$ cat src/rtl/alu_md_seq_pkg.sv
// Shared decode constants and state encoding for the RV32M/RV64M multiply/divide unit.
// Holds the funct7/funct3 codes of the M extension, the aluop class they share with
// the ALU, the sequencer state enum and small operand-signedness helpers.
package alu_md_seq_pkg;

  localparam logic [2:0] ALUOP_MD      = 3'b000;
  localparam logic [6:0] FUNCT7_MULDIV = 7'b0000001;

  localparam logic [2:0] F3_MUL    = 3'b000;
  localparam logic [2:0] F3_MULH   = 3'b001;
  localparam logic [2:0] F3_MULHSU = 3'b010;
  localparam logic [2:0] F3_MULHU  = 3'b011;
  localparam logic [2:0] F3_DIV    = 3'b100;
  localparam logic [2:0] F3_DIVU   = 3'b101;
  localparam logic [2:0] F3_REM    = 3'b110;
  localparam logic [2:0] F3_REMU   = 3'b111;

  typedef enum logic [2:0] {
    S_IDLE = 3'd0,
    S_MUL  = 3'd1,
    S_DIV  = 3'd2,
    S_FIX  = 3'd3,
    S_DONE = 3'd4
  } state_t;

  // rs1 is treated as signed by MULH, MULHSU, DIV and REM.
  function automatic logic f3_signed_a(input logic [2:0] f3);
    return (f3 == F3_MULH) || (f3 == F3_MULHSU) || (f3 == F3_DIV) || (f3 == F3_REM);
  endfunction

  // rs2 is treated as signed by MULH, DIV and REM.
  function automatic logic f3_signed_b(input logic [2:0] f3);
    return (f3 == F3_MULH) || (f3 == F3_DIV) || (f3 == F3_REM);
  endfunction

endpackage

$ cat src/rtl/alu_md_seq_divider.sv
// md_divider: restoring unsigned divide datapath, one quotient bit per step.
// Latency: XLEN step cycles after start; done is high during the final step.
// Ports: start loads dividend/divisor, step iterates, quot/rem hold the running
// quotient and partial remainder, done flags the last iteration.
module md_divider
  import alu_md_seq_pkg::*;
#(
  parameter int XLEN  = 32,
  parameter int CNT_W = $clog2(XLEN) + 1
) (
  input  logic            clk,
  input  logic            rst_n,
  input  logic            start,
  input  logic            step,
  input  logic [XLEN-1:0] dividend,
  input  logic [XLEN-1:0] divisor,
  output logic [XLEN-1:0] quot,
  output logic [XLEN-1:0] rem,
  output logic            done
);

  logic [XLEN-1:0]  dvs;
  logic [CNT_W-1:0] cnt;
  logic [XLEN:0]    trial;
  logic [XLEN:0]    diff;

  // The quotient register doubles as the dividend shifter: its MSB feeds the
  // remainder while quotient bits enter at the LSB. rem < dvs always holds, so
  // the top bit of diff is a clean borrow flag.
  always_comb begin
    trial = {rem, quot[XLEN-1]};
    diff  = trial - {1'b0, dvs};
  end

  assign done = step && (cnt == CNT_W'(XLEN - 1));

  always_ff @(posedge clk or negedge rst_n) begin
    if (!rst_n) begin
      quot <= '0;
      rem  <= '0;
      dvs  <= '0;
      cnt  <= '0;
    end else if (start) begin
      quot <= dividend;
      rem  <= '0;
      dvs  <= divisor;
      cnt  <= '0;
    end else if (step) begin
      if (!diff[XLEN]) begin
        rem  <= diff[XLEN-1:0];
        quot <= {quot[XLEN-2:0], 1'b1};
      end else begin
        rem  <= trial[XLEN-1:0];
        quot <= {quot[XLEN-2:0], 1'b0};
      end
      cnt <= cnt + CNT_W'(1);
    end
  end

endmodule

$ cat src/rtl/alu_md_seq.sv
// alu_md_seq: sequential M-extension multiply/divide unit beside the EX-stage ALU.
// Latency: XLEN+2 cycles from accept to out_valid (3 for multiplies with FAST_MUL_EN,
//   1 for divide-by-zero / signed overflow); result held in DONE until out_ready.
// Backpressure: in_ready only in IDLE; out_ready low holds result indefinitely; flush
//   returns to IDLE next edge and dominates accept/consume.
// Ports: in_valid/in_ready + aluop/funct3/funct7/op_a/op_b request; out_valid/out_ready
//   + result response; flush abort; busy = not IDLE; md_hit = fields decode to an M op.
// Build option: define FAST_MUL_EN for a single-cycle combinational multiply.
module alu_md_seq
  import alu_md_seq_pkg::*;
#(
  parameter int XLEN  = 32,
  parameter int CNT_W = $clog2(XLEN) + 1
) (
  input  logic            clk,
  input  logic            rst_n,
  input  logic            in_valid,
  output logic            in_ready,
  input  logic [2:0]      aluop,
  input  logic [2:0]      funct3,
  input  logic [6:0]      funct7,
  input  logic [XLEN-1:0] op_a,
  input  logic [XLEN-1:0] op_b,
  input  logic            flush,
  output logic            out_valid,
  input  logic            out_ready,
  output logic [XLEN-1:0] result,
  output logic            busy,
  output logic            md_hit
);

  localparam logic [XLEN-1:0] MOST_NEG = {1'b1, {(XLEN-1){1'b0}}};

  state_t            state;
  logic [2:0]        f3_q;
  logic              neg_q;      // final value needs two's-complement negation
  logic [XLEN-1:0]   mcand;
  logic [2*XLEN-1:0] acc;        // {partial product, remaining multiplier bits}
`ifndef FAST_MUL_EN
  logic [CNT_W-1:0]  cnt;
  logic [XLEN:0]     mul_sum;
`endif

  logic              accept;
  logic              sign_a;
  logic              sign_b;
  logic              is_div;
  logic              div_zero;
  logic              div_ovf;
  logic              div_start;
  logic              div_step;
  logic              div_done;
  logic [XLEN-1:0]   mag_a;
  logic [XLEN-1:0]   mag_b;
  logic [XLEN-1:0]   special_res;
  logic [XLEN-1:0]   quot;
  logic [XLEN-1:0]   rem;
  logic [2*XLEN-1:0] prod_fix;
  logic [XLEN-1:0]   div_fix;

  assign md_hit   = (aluop == ALUOP_MD) && (funct7 == FUNCT7_MULDIV);
  assign in_ready = (state == S_IDLE);
  assign busy     = (state != S_IDLE);
  assign accept   = in_valid && in_ready && md_hit && !flush;

  // Operand decode at accept: sign extraction, magnitudes and the two divide
  // special cases that bypass iteration.
  always_comb begin
    sign_a   = f3_signed_a(funct3) && op_a[XLEN-1];
    sign_b   = f3_signed_b(funct3) && op_b[XLEN-1];
    mag_a    = sign_a ? -op_a : op_a;
    mag_b    = sign_b ? -op_b : op_b;
    is_div   = funct3[2];
    div_zero = (op_b == '0);
    // Only DIV (100) and REM (110) are signed, hence funct3[0] == 0.
    div_ovf  = !funct3[0] && (op_a == MOST_NEG) && (op_b == '1);
    special_res = '0;
    if (div_zero) begin
      special_res = funct3[1] ? op_a : '1;
    end else if (div_ovf) begin
      special_res = funct3[1] ? '0 : op_a;
    end
  end

  assign div_start = accept && is_div && !div_zero && !div_ovf;
  assign div_step  = (state == S_DIV);

  md_divider #(
    .XLEN  (XLEN),
    .CNT_W (CNT_W)
  ) u_md_divider (
    .clk      (clk),
    .rst_n    (rst_n),
    .start    (div_start),
    .step     (div_step),
    .dividend (mag_a),
    .divisor  (mag_b),
    .quot     (quot),
    .rem      (rem),
    .done     (div_done)
  );

`ifndef FAST_MUL_EN
  // Shift-add step: conditionally add the multiplicand into the upper half,
  // then shift the whole accumulator right, consuming one multiplier bit.
  assign mul_sum = {1'b0, acc[2*XLEN-1:XLEN]} + (acc[0] ? {1'b0, mcand} : '0);
`endif

  always_comb begin
    prod_fix = neg_q ? -acc : acc;
    div_fix  = f3_q[1] ? rem : quot;
    if (neg_q) begin
      div_fix = -div_fix;
    end
  end

  always_ff @(posedge clk or negedge rst_n) begin
    if (!rst_n) begin
      state     <= S_IDLE;
      f3_q      <= '0;
      neg_q     <= 1'b0;
      mcand     <= '0;
      acc       <= '0;
      result    <= '0;
      out_valid <= 1'b0;
`ifndef FAST_MUL_EN
      cnt       <= '0;
`endif
    end else if (flush) begin
      state     <= S_IDLE;
      out_valid <= 1'b0;
    end else begin
      case (state)
        S_IDLE: begin
          if (accept) begin
            f3_q  <= funct3;
            mcand <= mag_a;
            acc   <= {{XLEN{1'b0}}, mag_b};
            // Remainder follows the dividend; products and quotients follow the xor.
            neg_q <= (is_div && funct3[1]) ? sign_a : (sign_a ^ sign_b);
`ifndef FAST_MUL_EN
            cnt   <= '0;
`endif
            if (is_div && (div_zero || div_ovf)) begin
              result    <= special_res;
              out_valid <= 1'b1;
              state     <= S_DONE;
            end else if (is_div) begin
              state <= S_DIV;
            end else begin
              state <= S_MUL;
            end
          end
        end
        S_MUL: begin
`ifdef FAST_MUL_EN
          acc   <= {{XLEN{1'b0}}, mcand} * {{XLEN{1'b0}}, acc[XLEN-1:0]};
          state <= S_FIX;
`else
          acc <= {mul_sum, acc[XLEN-1:1]};
          cnt <= cnt + CNT_W'(1);
          if (cnt == CNT_W'(XLEN - 1)) begin
            state <= S_FIX;
          end
`endif
        end
        S_DIV: begin
          if (div_done) begin
            state <= S_FIX;
          end
        end
        S_FIX: begin
          if (f3_q[2]) begin
            result <= div_fix;
          end else if (f3_q == F3_MUL) begin
            result <= prod_fix[XLEN-1:0];
          end else begin
            result <= prod_fix[2*XLEN-1:XLEN];
          end
          out_valid <= 1'b1;
          state     <= S_DONE;
        end
        S_DONE: begin
          if (out_ready) begin
            out_valid <= 1'b0;
            state     <= S_IDLE;
          end
        end
        default: state <= S_IDLE;
      endcase
    end
  end

endmodule

$ cat config.mk
export PLATFORM = sky130hd
export DESIGN_NAME = alu_md_seq
export DESIGN_NICKNAME = d
export VERILOG_FILES = /design/src/rtl/alu_md_seq_pkg.sv /design/src/rtl/alu_md_seq_divider.sv /design/src/rtl/alu_md_seq.sv
export SDC_FILE = /design/constraint.sdc
export NUM_CORES = 1
export LEC_CHECK = 0
export CAP_MARGIN = 20
export CORE_MARGIN = 1
export CORE_UTILIZATION = 55
export CTS_CLUSTER_DIAMETER = 80
export DETAILED_ROUTE_END_ITERATION = 6
export HOLD_SLACK_MARGIN = 0.08
export PLACE_DENSITY_LB_ADDON = 0.3
export SYNTH_ARGS = -nofsm -noshare
export SYNTH_HDL_FRONTEND = slang
export SYNTH_HIERARCHICAL = 1
export SYNTH_SLANG_ARGS = --single-unit
$ cat constraint.sdc
create_clock -name clk -period 6.1 [get_ports clk]
set_input_delay 0.915 -clock clk [delete_from_list [all_inputs] [get_ports clk]]
set_output_delay 0.915 -clock clk [all_outputs]
set_load 0.01 [all_outputs]
==> impl_metrics.env <==
export IMPL_cts_buffer_depth=3
export IMPL_synthFlopType="dfrtp_1"
export IMPL_synth_nets=2547
export IMPL_status="finished with violations"
export IMPL_avgSynthCellArea_um2=8.14
export IMPL_finalWirelength_um=69100
export IMPL_finalCriticalPeriod_ns=4.33
export IMPL_die_h_um=190
export IMPL_async_reset_ff_share_pct=100
export IMPL_grt_antenna_before_repair=1
export IMPL_crit_end="result[15]"
export IMPL_hpwlAfterDp_um=52300
export IMPL_clock_sinks=244
export IMPL_rows=68
export IMPL_hold_buffers=0
export IMPL_cts_setup_buffers=0
export IMPL_viasPerCell=6.58
export IMPL_startpoint="op_a[13]"
export IMPL_hold_viol=0
export IMPL_report_final_slew_viol_count=0
export IMPL_syn_area_um2=19500
export IMPL_start_util_pct=56.1
export IMPL_critPathLaunchType="input port"
export IMPL_antenna_left=0
export IMPL_routed_via_count=19000
export IMPL_swShare_pct=44.1
export IMPL_r2r_end="u_md_divider/rem[0]"
export IMPL_yosys_cell_types_count=98
export IMPL_layout_drive_gt1_share_pct=5.70
export IMPL_netlist_instances=2392
export IMPL_coreArea_um2=34700
export IMPL_p_clk_share_pct=22.6
export IMPL_grt_use_total_pct=38.1
export IMPL_crit_buf_inv=1
export IMPL_yosysTopAreaCell="dfrtp_1"
export IMPL_path_max_fanout=46
export IMPL_max_freq_mhz=231
export IMPL_pwr_share_comb_pct=46.2
export IMPL_crit_type="in2reg"
export IMPL_layout_common_cells="nand2_1 (328), dfrtp_1 (242), o21ai_0 (216)"
export IMPL_fin_nets=2569
export IMPL_final_common_cell="nand2_1"
export IMPL_skew_ns=0.0112
export IMPL_drtIter0Drc=2246
export IMPL_sequentialPowerShare_pct=31.2
export IMPL_pwr_density_cell_nw_per_um2=398
export IMPL_path_clk_slew_ns=0.06
export IMPL_synth_seq_area_share_pct=31.4
export IMPL_n_antenna_cell=0
export IMPL_boundaryPins=118
export IMPL_power_ir_vdd_worst_v=0.000493
export IMPL_yosys_warnings=6
export IMPL_ctsResizeCount=0
export IMPL_grt_pass1_vias=17600
export IMPL_drc_errors=34
export IMPL_synth_top_area_share_pct=31.4
export IMPL_cellLeakagePower_uw=0.00930
export IMPL_tightest_slew_ns=1.22
export IMPL_grt_max_degree=167
export IMPL_synth_area_leaders="dfrtp_1 (31%), nand2_1 (6.3%), o21ai_0 (5.6%)"
export IMPL_synth_seq_cells=244
export IMPL_crit_arrival_ns=4.76
export IMPL_cp_end_kind="register"
export IMPL_path_cells="clkdlybuf4s50_1 -> nor4_1 -> and4b_1 -> nand4_1 -> o21ai_0 -> a31o_2 -> mux2i_1 -> o221ai_1"
export IMPL_cpPeakStageDelay_ns=0.91
export IMPL_clock_latency_ns=0.58
export IMPL_grt_pass1_wl_um=106000
export IMPL_hold_path_class="in2async"
export IMPL_die_area_um2=36200
export IMPL_internal_power_uw=4890
export IMPL_p_sw_uw=3850
export IMPL_crit_family="compound AO/OA/AOI/OAI gates"
export IMPL_seq_area_um2=6110
export IMPL_h_tree_depth=1
export IMPL_setup_violations=0
export IMPL_gp_congestion=0.988
export IMPL_fillerInstances=2993
export IMPL_die_w_um=190
export IMPL_timing_slew_headroom_pct=17.8
export IMPL_synth_edf_count=0
export IMPL_dr_pass1_iters=7
export IMPL_ff2ff_path_depth=13
export IMPL_r2r_start="u_md_divider/quot[31]"
export IMPL_port_buffer_count=117
export IMPL_cts_buffers=30
export IMPL_crit_path_top_delay_cell="a31o_2"
export IMPL_rsz0062_at_grt="false"
export IMPL_critPathRequiredTime_ns=6.53
export IMPL_cp_depth=8
export IMPL_syn_to_final_growth_pct=12.6
export IMPL_fin_tns_setup_ns=0
export IMPL_fin_area_um2=21900
export IMPL_overflow=0
export IMPL_wl_per_cell_um=23.9
export IMPL_dpl_cell_area_um2=20800
export IMPL_drv_cap=0
export IMPL_multi_input_area_um2=12500
export IMPL_tritoncts="yes"
export IMPL_reg2reg_slack_ns=1.90
export IMPL_cts_root_buf="clkbuf_16"
export IMPL_failed_checks="DRC"
export IMPL_period_share_pct=71.0
[cell usage after synthesis, drive strengths merged (7+ instances only)]
library cell  count
a211oi           39
a21o             42
a21oi           106
a22oi            31
a31oi            22
a41oi            18
and2             39
and3             17
buf              38
clkbuf          111
dfrtp           244
ha               71
inv              73
mux2             18
mux2i            98
nand2           329
nand2b           18
nand3            58
nand4            47
nor2            159
nor3             58
nor3b            13
nor4             21
nor4b             7
o211ai           27
o21a             15
o21ai           223
o21bai            7
o221ai            7
o22ai            10
o31ai            40
o41ai            25
or2              15
or3              34
or3b              7
or4              24
xnor2           109
xor2             81
[worst min-delay path by stage]
stage / slack [ns] / endpoint / start
global route: 0.38 / u_md_divider/rem[1] / rst_n
floorplan: 0.44 / mcand[10] / mcand[10]
global placement: 0.45 / mcand[11] / mcand[11]
finish: 0.33 / u_md_divider/rem[2] / rst_n
CTS: 0.35 / u_md_divider/rem[2] / rst_n
detailed placement: 0.45 / mcand[4] / mcand[4]
[power groups by stage]
| stage | Combinational (µW) | Clock, µW | Sequential (µW) |
|---|---|---|---|
| final | 4040 | 1970 | 2730 |
| after global routing | 4390 | 2050 | 2770 |
| after CTS | 3960 | 1990 | 2700 |
| after detailed placement | 3940 | 0 | 2720 |
| after global placement | 3860 | 0 | 2710 |
| after floorplan | 2860 | 0 | 2450 |
[routing by layer]
layer  track usage (%)  vias to the layer above  part of all wire [%]
met3              4.41                      146                   7.1
met1              53.1                     9263                    43
met2              61.2                      865                    46
met4              13.0                        0                   3.9
met5                 0                        -                     0
li1                  -                     8755                     -
[cell families after synthesis]
logic type	share of synthesized area (%)
compound gates	22.5
xor+xnor	8.54
fa+ha+maj	4.77
buf+inv	4.54
flops	31.4
mux	6.08
simple gates	22.2
[sequential cells by signal (all words and copies together), names as in the netlist]
signal	flops
acc	64
cnt	6
f3_q	3
mcand	32
neg_q	1
out_valid	1
result	32
state	3
u_md_divider/cnt	6
u_md_divider/dvs	32
u_md_divider/quot	32
u_md_divider/rem	32
[area by class of cell]
type / count / area share, %
clock buffers: 43 / 3.97
multi-input cells: 1925 / 57.1
inverters: 74 / 1.27
well taps: 455 / 2.59
repair buffers: 139 / 6.23
flip-flops and latches: 244 / 27.8
clock inverters: 12 / 0.998
[per-stage QoR]
stage                     hold slack, ns  std cells  setup WS [ns]  total power [µW]  util [%]
final                              0.326       2892           1.77              8740      63.2
after global routing               0.378       2892           1.63              9210      63.2
after CTS                          0.351       2892           1.92              8650      63.2
after detailed placement           0.455       2837           1.34              6660      60.1
after global placement             0.453       2837           1.29              6570      60.1
after floorplan                    0.438       2392           1.86              5310         -
(Power assumes the default switching activity.)
